==> config.mk <==
export PLATFORM = sky130hd
export DESIGN_NAME = fetch_unit_flat
export DESIGN_NICKNAME = d
export VERILOG_FILES = /design/src/rtl/fetch_unit_pkg.sv /design/src/rtl/fetch_unit_if.sv /design/src/rtl/fetch_unit.sv /design/src/flat_wrapper.sv
export SDC_FILE = /design/constraint.sdc
export NUM_CORES = 1
export LEC_CHECK = 0
export ABC_AREA = 1
export ABC_CLOCK_PERIOD_IN_PS = 4800
export CORE_MARGIN = 3
export CORE_UTILIZATION = 25
export DETAILED_ROUTE_END_ITERATION = 16
export HOLD_SLACK_MARGIN = 0.12
export PLACE_DENSITY_LB_ADDON = 0.05
export RECOVER_POWER = 100
export SYNTH_ARGS = -nofsm -noshare
export SYNTH_HDL_FRONTEND = slang
export SYNTH_SLANG_ARGS = --single-unit
==> constraint.sdc <==
create_clock -name CLK -period 4.8 [get_ports CLK]
set_input_delay 1.2 -clock CLK [delete_from_list [all_inputs] [get_ports CLK]]
set_output_delay 1.2 -clock CLK [all_outputs]
set_load 0.05 [all_outputs]
==> src/rtl/fetch_unit_pkg.sv <==
// Shared types for the instruction-fetch slice: word type, fetch FSM states, PC step.
package fetch_unit_pkg;
  typedef logic [31:0] word_t;

  typedef enum logic [1:0] {
    FETCH   = 2'd0,
    PENDING = 2'd1,
    HALTED  = 2'd2
  } fetch_state_t;

  localparam word_t PC_STEP = 32'd4;

  function automatic word_t align_word(word_t a);
    return {a[31:2], 2'b00};
  endfunction
endpackage

==> src/rtl/fetch_unit_if.sv <==
// Fetch-stage bus: imem request/response, hazard/redirect controls, IF/ID feed.
interface fetch_unit_if;
  import fetch_unit_pkg::*;

  logic  ihit;
  word_t imemload;
  logic  stall;
  logic  redirect_en;
  word_t redirect_pc;
  logic  halt;
  logic  iREN;
  word_t imemaddr;
  word_t iload_o;
  word_t npc_o;
  logic  iien;

  modport master (
    input  ihit, imemload, stall, redirect_en, redirect_pc, halt,
    output iREN, imemaddr, iload_o, npc_o, iien
  );

  modport slave (
    output ihit, imemload, stall, redirect_en, redirect_pc, halt,
    input  iREN, imemaddr, iload_o, npc_o, iien
  );
endinterface

==> src/rtl/fetch_unit.sv <==
// Instruction fetch: owns the PC, issues imem reads, feeds IF/ID in the hit cycle,
// parks redirects that land during a miss and stops for good on halt.
module fetch_unit
  import fetch_unit_pkg::*;
#(
  parameter word_t PC_INIT = 32'h0000_0000
) (
  input logic          CLK,
  input logic          RST,
  fetch_unit_if.master bus
);

  word_t        pc, pc_n;
  word_t        tgt, tgt_n;
  fetch_state_t st, st_n;
  word_t        rpc;

  assign rpc = align_word(bus.redirect_pc);

  always_ff @(posedge CLK or posedge RST) begin
    if (RST) begin
      pc  <= PC_INIT;
      tgt <= '0;
      st  <= FETCH;
    end else begin
      pc  <= pc_n;
      tgt <= tgt_n;
      st  <= st_n;
    end
  end

  always_comb begin
    pc_n  = pc;
    tgt_n = tgt;
    st_n  = st;
    case (st)
      FETCH: begin
        if (bus.halt) st_n = HALTED;
        else if (bus.redirect_en) begin
          if (bus.ihit) pc_n = rpc;
          else begin
            tgt_n = rpc;
            st_n  = PENDING;
          end
        end else if (bus.ihit && !bus.stall) pc_n = pc + PC_STEP;
      end
      PENDING: begin
        // The returning word belongs to the abandoned path; steer to the newest target.
        if (bus.halt) st_n = HALTED;
        else begin
          if (bus.redirect_en) tgt_n = rpc;
          if (bus.ihit) begin
            pc_n = bus.redirect_en ? rpc : tgt;
            st_n = FETCH;
          end
        end
      end
      HALTED:  ;
      default: st_n = FETCH;
    endcase
  end

  always_comb begin
    bus.imemaddr = pc;
    bus.iload_o  = bus.imemload;
    bus.npc_o    = pc + PC_STEP;
    bus.iREN     = !RST && (st != HALTED);
    bus.iien     = !RST && (st == FETCH) && bus.ihit && !bus.stall &&
                   !bus.redirect_en && !bus.halt;
  end

endmodule

==> src/flat_wrapper.sv <==
// flat-port wrapper written by rule: the top's interface ports become plain ports
module fetch_unit_flat import fetch_unit_pkg::*;
#(
  parameter word_t PC_INIT = 32'h0000_0000
)
  (CLK, RST, bus_ihit, bus_imemload, bus_stall, bus_redirect_en, bus_redirect_pc, bus_halt, bus_iREN, bus_imemaddr, bus_iload_o, bus_npc_o, bus_iien);
  fetch_unit_if bus_i ();
  input logic CLK;
  input logic RST;
  input wire logic [$bits(bus_i.ihit)-1:0] bus_ihit;
  input wire logic [$bits(bus_i.imemload)-1:0] bus_imemload;
  input wire logic [$bits(bus_i.stall)-1:0] bus_stall;
  input wire logic [$bits(bus_i.redirect_en)-1:0] bus_redirect_en;
  input wire logic [$bits(bus_i.redirect_pc)-1:0] bus_redirect_pc;
  input wire logic [$bits(bus_i.halt)-1:0] bus_halt;
  output wire logic [$bits(bus_i.iREN)-1:0] bus_iREN;
  output wire logic [$bits(bus_i.imemaddr)-1:0] bus_imemaddr;
  output wire logic [$bits(bus_i.iload_o)-1:0] bus_iload_o;
  output wire logic [$bits(bus_i.npc_o)-1:0] bus_npc_o;
  output wire logic [$bits(bus_i.iien)-1:0] bus_iien;
  assign bus_i.ihit = bus_ihit;
  assign bus_i.imemload = bus_imemload;
  assign bus_i.stall = bus_stall;
  assign bus_i.redirect_en = bus_redirect_en;
  assign bus_i.redirect_pc = bus_redirect_pc;
  assign bus_i.halt = bus_halt;
  assign bus_iREN = bus_i.iREN;
  assign bus_imemaddr = bus_i.imemaddr;
  assign bus_iload_o = bus_i.iload_o;
  assign bus_npc_o = bus_i.npc_o;
  assign bus_iien = bus_i.iien;
  fetch_unit #(.PC_INIT(PC_INIT)) u_core (.CLK(CLK), .RST(RST), .bus(bus_i));
endmodule
==> flow_metrics.env, run 1 <==
export IMPL_outcome="finished with violations"
export IMPL_violations="capacitance limit, slew limit"
export IMPL_netlist_instances=623
export IMPL_io_pins=168
export IMPL_synthMuxAreaShare=0
export IMPL_cap_violations=1
export IMPL_slowest_delay_ns=0.83
export IMPL_post_cts_resized=0
export IMPL_htree_levels=3
export IMPL_required_ns=5.02
export IMPL_grt_max_degree=67
export IMPL_r2r_slack_ns=1.65
export IMPL_portBuffers=101
export IMPL_antenna_cells=0
export IMPL_drv_slew=67
export IMPL_async_reset_ff_frac=1.00
export IMPL_yosysSeqAreaShare=0.376
export IMPL_setup_viol_count_final=0
export IMPL_ys_top_cells_by_count="nand2_1, inv_1, dfrtp_1, o21ai_0, nor2_1"
export IMPL_layout_drive_gt1_share=0.0625
export IMPL_period_needed_ns=4.20
export IMPL_r2r_end="u_core.bus.imemaddr[17]"
export IMPL_irDropWorstVdd_v=0.000158
export IMPL_worst_hold_startpoint="u_core.tgt[26]"
export IMPL_root_buffer="clkbuf_16"
export IMPL_layout_nets=755
export IMPL_numClockSinks=66
export IMPL_syn_area_per_cell_um2=7.06
export IMPL_yosysWarnings=0
export IMPL_num_vias=4169
export IMPL_synth_cell_types=38
export IMPL_antenna_found_initial=0
export IMPL_postCtsHoldBufs=0
export IMPL_total_power_mw=2.12
export IMPL_cts_setup_buffers=0
export IMPL_ant_nets=0
export IMPL_routedWlPerCell_um=15.8
export IMPL_start_util=0.261
export IMPL_netlist_area_um2=4400
export IMPL_synthAdderAreaFrac=0.00284
export IMPL_critPathArrivalTime_ns=4.42
export IMPL_p_leak_nw=2.65
export IMPL_vias_per_cell=4.59
export IMPL_dieArea_um2=19200
export IMPL_dr_pass1_iters=5
export IMPL_yosys_area_top_type="dfrtp_1"
export IMPL_synth_edf_count=0
export IMPL_tns_ns=0
export IMPL_yosys_register_bits=66
export IMPL_cts_tree="done"
export IMPL_wl_um=14300
export IMPL_synth_xor_area_frac=0.0259
export IMPL_yosys_area_share_simple=0.278
export IMPL_cts_buffers=9
export IMPL_grt_total_usage=0.152
export IMPL_die_h_um=139
export IMPL_reg2reg_from="u_core.st[1]"
export IMPL_synth_top_area_share=0.376
export IMPL_synth_top_family_by_area="simple AND/OR/NAND/NOR gates"
export IMPL_rows=47
export IMPL_drc=0
export IMPL_grt_pass1_vias=4098
export IMPL_grt_pass1_wl_um=23200
export IMPL_worstSetupPathType="in2reg"
export IMPL_yosysMostFrequentCell="nand2_1"
export IMPL_grt_overflow=0
export IMPL_tightestPinTransition_ns=1.76
export IMPL_fp_dieW_um=139
export IMPL_holdPathStages=2
export IMPL_syn_to_final_growth_pct=26.8
export IMPL_rr_worst_depth=8
export IMPL_core_area_um2=16900
export IMPL_gp_congestion=0.819
export IMPL_hpwl_um=10600
export IMPL_synthTopCellsByArea="dfrtp_1, nand2_1, inv_1"
export IMPL_finalHoldViolCount=0
export IMPL_synth_nets=694
export IMPL_crit_path_cell_trace="dlygate4sd3_1 > nor3_1 > nand2_1 > nand2_1 > nor2_4 > clkbuf_1 > a21oi_1 > o21ai_0 > inv_1"
export IMPL_worstSetupStartpointType="primary input"
export IMPL_clk_pin_slew_worst_paths_ns=0.06
export IMPL_fin_skew_ns=0.00873
export IMPL_crit_path_end_kind="flop"
export IMPL_path_max_fanout=21
export IMPL_clock_latency_ns=0.34
export IMPL_finalCritPeriodShare=0.875
export IMPL_synth_compound_area_frac=0.151
export IMPL_clockBufferDepth=2
export IMPL_fmax_ghz=0.238
export IMPL_first_iter_violations=242
export IMPL_power_density_nw_per_um2=380
export IMPL_hold_class="reg2reg"
export IMPL_cp_slowest_cell="dlygate4sd3_1"
export IMPL_yosys_most_used_dff="dfrtp_1"
export IMPL_relSlewSlack=-0.175
export IMPL_rsz0062_at_grt="false"
export IMPL_crit_top_cell="nand2_1"
export IMPL_holdPathEnd="u_core.tgt[26]"
[layout by cell type (no fill, tap or decap), types with 11 or more instances in the layout]
master	synthesis	routed
dfrtp_1	66	66
dlygate4sd3_1	0	67
a21oi_1	36	36
o21ai_0	48	52
clkdlybuf4s50_1	0	33
a22oi_1	12	12
nor2_1	39	40
nand2_1	181	182
nand3_1	33	33
inv_1	82	82
xor2_1	11	11
[cells by family (layout without fill, tap and decap cells)]
family                     Yosys count  in the layout
adders and majority gates            1              1
buffers and inverters              143            208
AOI/OAI and AO/OA                  116            116
xor gates and xnor gates            13             13
DFF                                 66             66
and+or+nand+nor                    284            284
[state kept, by name, indices dropped and copies added, names as in the netlist]
register and count:
u_core.st 2, u_core.bus.imemaddr 32, u_core.tgt 32
[worst max-delay path: cells and delay by family]
kind / cells / cell delay (ns)
AO/OA/AOI/OAI: 2 / 0.25
buffers and inverters: 3 / 1.55
AND/OR/NAND/NOR: 4 / 1.40
[worst max-delay path by stage]
stage / slack (ns) / start / to / depth (start not counted)
2_1_floorplan: 0.61 / RST / bus_iien / 3
3_3_place_gp: 0.99 / RST / bus_iREN / 3
3_5_place_dp: 0.98 / RST / bus_iREN / 3
4_1_cts: 0.66 / u_core.bus.imemaddr[2] / bus_npc_o[12] / 7
5_1_grt: 0.38 / bus_redirect_en / u_core.bus.imemaddr[18] / 9
6_report: 0.60 / bus_redirect_en / u_core.bus.imemaddr[17] / 9
[where the power goes]
group / switching (mW) / leakage (nW) / internal (mW) / total, mW
clock network: 0.257 / 0.137 / 0.390 / 0.647
logic: 0.515 / 1.73 / 0.227 / 0.742
registers: 0.0818 / 0.782 / 0.649 / 0.731
total: 0.854 / 2.65 / 1.27 / 2.12
[cell type report]
cell class | instances | area (um^2)
fillers | 1835 | 11300
multi-input cells | 414 | 1990
flip-flops and latches | 66 | 1650
repair buffers | 105 | 1030
inverters | 88 | 339
well taps | 220 | 275
clock buffers | 12 | 267
clock inverters | 3 | 23.8
[metal layers]
| layer | GRT usage | vias to the layer above | part of all wire | routed length [um] |
|---|---|---|---|---|
| met5 | 0 | - | 0 | 0 |
| met4 | 0.0505 | 0 | 0.022 | 309 |
| met1 | 0.205 | 1949 | 0.47 | 6780 |
| met3 | 0.0434 | 23 | 0.057 | 818 |
| li1 | - | 2068 | - | - |
| met2 | 0.235 | 129 | 0.45 | 6430 |
[per-stage QoR]
stage	cells	utilization	setup WS [ns]	hold WS, ns	cell area (um^2)
4_1_cts	908	0.333	0.657	0.489	5610
3_3_place_gp	893	0.315	0.989	0.465	5320
3_5_place_dp	893	0.315	0.982	0.474	5320
5_1_grt	908	0.330	0.376	0.514	5580
6_report	908	0.330	0.601	0.486	5580
2_1_floorplan	623	-	0.607	0.448	4410
No activity file was read; power rests on OpenSTA's default activity.
==> run 2, diff against run 1 <==
--- a/config.mk
+++ b/config.mk
@@ -10,7 +10,7 @@
 export CORE_MARGIN = 3
 export CORE_UTILIZATION = 25
 export DETAILED_ROUTE_END_ITERATION = 16
-export HOLD_SLACK_MARGIN = 0.12
+export HOLD_SLACK_MARGIN = 0.15
 export PLACE_DENSITY_LB_ADDON = 0.05
 export RECOVER_POWER = 100
 export SYNTH_ARGS = -nofsm -noshare
==> results of run 2 <==
Final layout, timing and power as in run 1 (identical DEF).
==> run 3, diff against run 2 <==
--- a/config.mk
+++ b/config.mk
@@ -6,13 +6,14 @@
 export NUM_CORES = 1
 export LEC_CHECK = 0
 export ABC_AREA = 1
-export ABC_CLOCK_PERIOD_IN_PS = 4800
+export ABC_CLOCK_PERIOD_IN_PS = 4710
 export CORE_MARGIN = 3
 export CORE_UTILIZATION = 25
 export DETAILED_ROUTE_END_ITERATION = 16
 export HOLD_SLACK_MARGIN = 0.15
 export PLACE_DENSITY_LB_ADDON = 0.05
 export RECOVER_POWER = 100
+export SLEW_MARGIN = 20
 export SYNTH_ARGS = -nofsm -noshare
 export SYNTH_HDL_FRONTEND = slang
 export SYNTH_SLANG_ARGS = --single-unit
==> constraint.sdc (replaced) <==
create_clock -name CLK -period 4.71 [get_ports CLK]
set_input_delay 1.1775 -clock CLK [delete_from_list [all_inputs] [get_ports CLK]]
set_output_delay 1.1775 -clock CLK [all_outputs]
set_load 0.05 [all_outputs]
==> run 3 against run 2 <==
  * The flow still finishes with violations (capacitance limit, slew limit)
  * Global-route usage increased by 0.23 points
  * Power is 2.6% higher
  * Routed wire length is 0.11% lower
  * Sequential power increased by 2%
  * Sequential cell count stayed put
  * Core utilization rose by 0.13 points
  * Cell area is 0.40% higher
  * Register-to-register slack better by 0.50 ns
  * Critical path depth down 5
  * Via count is 1.4% lower
  * Hold slack got worse by 0.0020 ns
  * Clock skew is 0.0048 ns lower
  * Largest power group unchanged
==> flow_metrics.env, run 3 (synthesis results as in run 1) <==
export IMPL_grt_max_degree=67
export IMPL_p_comb_frac=0.347
export IMPL_numClockSinks=66
export IMPL_finalCritPeriodShare=0.892
export IMPL_fin_ws_ns=0.509
export IMPL_portBuffers=101
export IMPL_drc=0
export IMPL_syn_to_final_growth_pct=27.3
export IMPL_rows=47
export IMPL_drv_slew=67
export IMPL_grt_pass1_wl_um=23200
export IMPL_hpwl_um=10600
export IMPL_holdPathStages=2
export IMPL_hold_ws_ns=0.484
export IMPL_postCtsHoldBufs=0
export IMPL_routedWlPerCell_um=15.7
export IMPL_setup_viol_count_final=0
export IMPL_clockBufferDepth=2
export IMPL_clock_power_share=0.311
export IMPL_fmax_ghz=0.238
export IMPL_tns_ns=0
export IMPL_final_core_util=0.332
export IMPL_p_int_mw=1.31
export IMPL_grt_pass1_vias=4125
export IMPL_multiInputGateArea_um2=2000
export IMPL_finalHoldViolCount=0
export IMPL_irDropWorstVdd_v=0.000187
export IMPL_start_util=0.261
export IMPL_worstSetupStartpointType="primary input"
export IMPL_sw_frac_of_total=0.399
export IMPL_ant_nets=0
export IMPL_grt_total_usage=0.154
export IMPL_seqPwrFrac=0.342
export IMPL_htree_levels=3
export IMPL_worstSetupPathType="in2out"
export IMPL_io_pins=168
export IMPL_seq_area_um2=1650
export IMPL_clock_latency_ns=0.34
export IMPL_post_place_ws_ns=0.910
export IMPL_rsz0062_at_grt="false"
export IMPL_grt_overflow=0
export IMPL_most_common_layout_cells="nand2_1, inv_1, dlygate4sd3_1"
export IMPL_cap_violations=1
export IMPL_cts_buffers=9
export IMPL_n_fill_cell=1829
export IMPL_antenna_found_initial=0
export IMPL_hold_class="reg2reg"
export IMPL_power_density_nw_per_um2=388
export IMPL_vias_per_cell=4.52
export IMPL_cts_tree="done"
export IMPL_post_cts_resized=0
export IMPL_layout_nets=756
export IMPL_layout_drive_gt1_share=0.0710
export IMPL_critPathArrivalTime_ns=3.02
export IMPL_num_vias=4109
export IMPL_core_area_um2=16900
export IMPL_layout_commonest_cell="nand2_1"
export IMPL_total_power_mw=2.17
export IMPL_crit_path_end_kind="primary output"
export IMPL_tightestPinTransition_ns=1.80
export IMPL_root_buffer="clkbuf_16"
export IMPL_die_h_um=139
export IMPL_path_max_fanout=19
export IMPL_fin_skew_ns=0.00396
export IMPL_first_iter_violations=229
export IMPL_dieArea_um2=19200
export IMPL_period_needed_ns=4.20
export IMPL_gp_congestion=0.827
export IMPL_wl_um=14300
export IMPL_outcome="finished with violations"
export IMPL_fp_dieW_um=139
export IMPL_antenna_cells=0
export IMPL_violations="capacitance limit, slew limit"
export IMPL_relSlewSlack=-0.203
export IMPL_clk_pin_slew_worst_paths_ns=0.05
export IMPL_cts_setup_buffers=0
export IMPL_required_ns=3.53
export IMPL_p_leak_nw=2.67
export IMPL_rr_worst_depth=6
export IMPL_dr_pass1_iters=5
export IMPL_switchingPower_mw=0.867
[run 3: stage by stage]
step | instances | cell area, um^2
final | 910 | 5600
after global routing | 910 | 5600
after CTS | 910 | 5630
after detailed placement | 894 | 5330
after global placement | 894 | 5330
after floorplan | 623 | 4410
[run 3: power by group through the flow]
stage	clock, mW	combinational (mW)	sequential [mW]
5_1_grt	0.725	0.826	0.759
3_3_place_gp	0	0.794	0.753
6_report	0.676	0.756	0.743
3_5_place_dp	0	0.797	0.755
4_1_cts	0.700	0.800	0.746
2_1_floorplan	0	0.468	0.869
[run 3: metal layers]
layer | share of wire | wire length (um) | vias to the layer above | global-route usage
met5 | 0 | 0 | - | 0
met3 | 0.065 | 934 | 20 | 0.0472
met4 | 0.014 | 204 | 0 | 0.0402
li1 | - | - | 2066 | -
met1 | 0.47 | 6680 | 1897 | 0.208
met2 | 0.45 | 6500 | 126 | 0.241
[run 3: path summary, 6_finish.rpt]
path	slack, ns	start	to
hold / removal	0.48	u_core.tgt[29]	u_core.tgt[29]
min in group asynchronous	2.01	RST	u_core.st[1]
max in group asynchronous	1.63	RST	u_core.bus.imemaddr[3]
setup reg to reg	2.15	u_core.st[0]	u_core.bus.imemaddr[3]
setup / recovery	0.51	bus_redirect_en	bus_iien
hold reg to reg	0.48	u_core.tgt[29]	u_core.tgt[29]
[run 3: final cells by class]
type,instances,area share
Clock buffer,13,0.0500
Timing Repair Buffer,106,0.185
Sequential cell,66,0.295
Clock inverter,3,0.00380
Inverter,88,0.0599
Multi-Input combinational cell,414,0.357
Tap cell,220,0.0492
[run 3: worst max-delay path: stages]
cell and delay [ns]:
dlygate4sd3_1 0.53, clkbuf_1 0.45, nor4_2 0.37, clkbuf_1 0.50
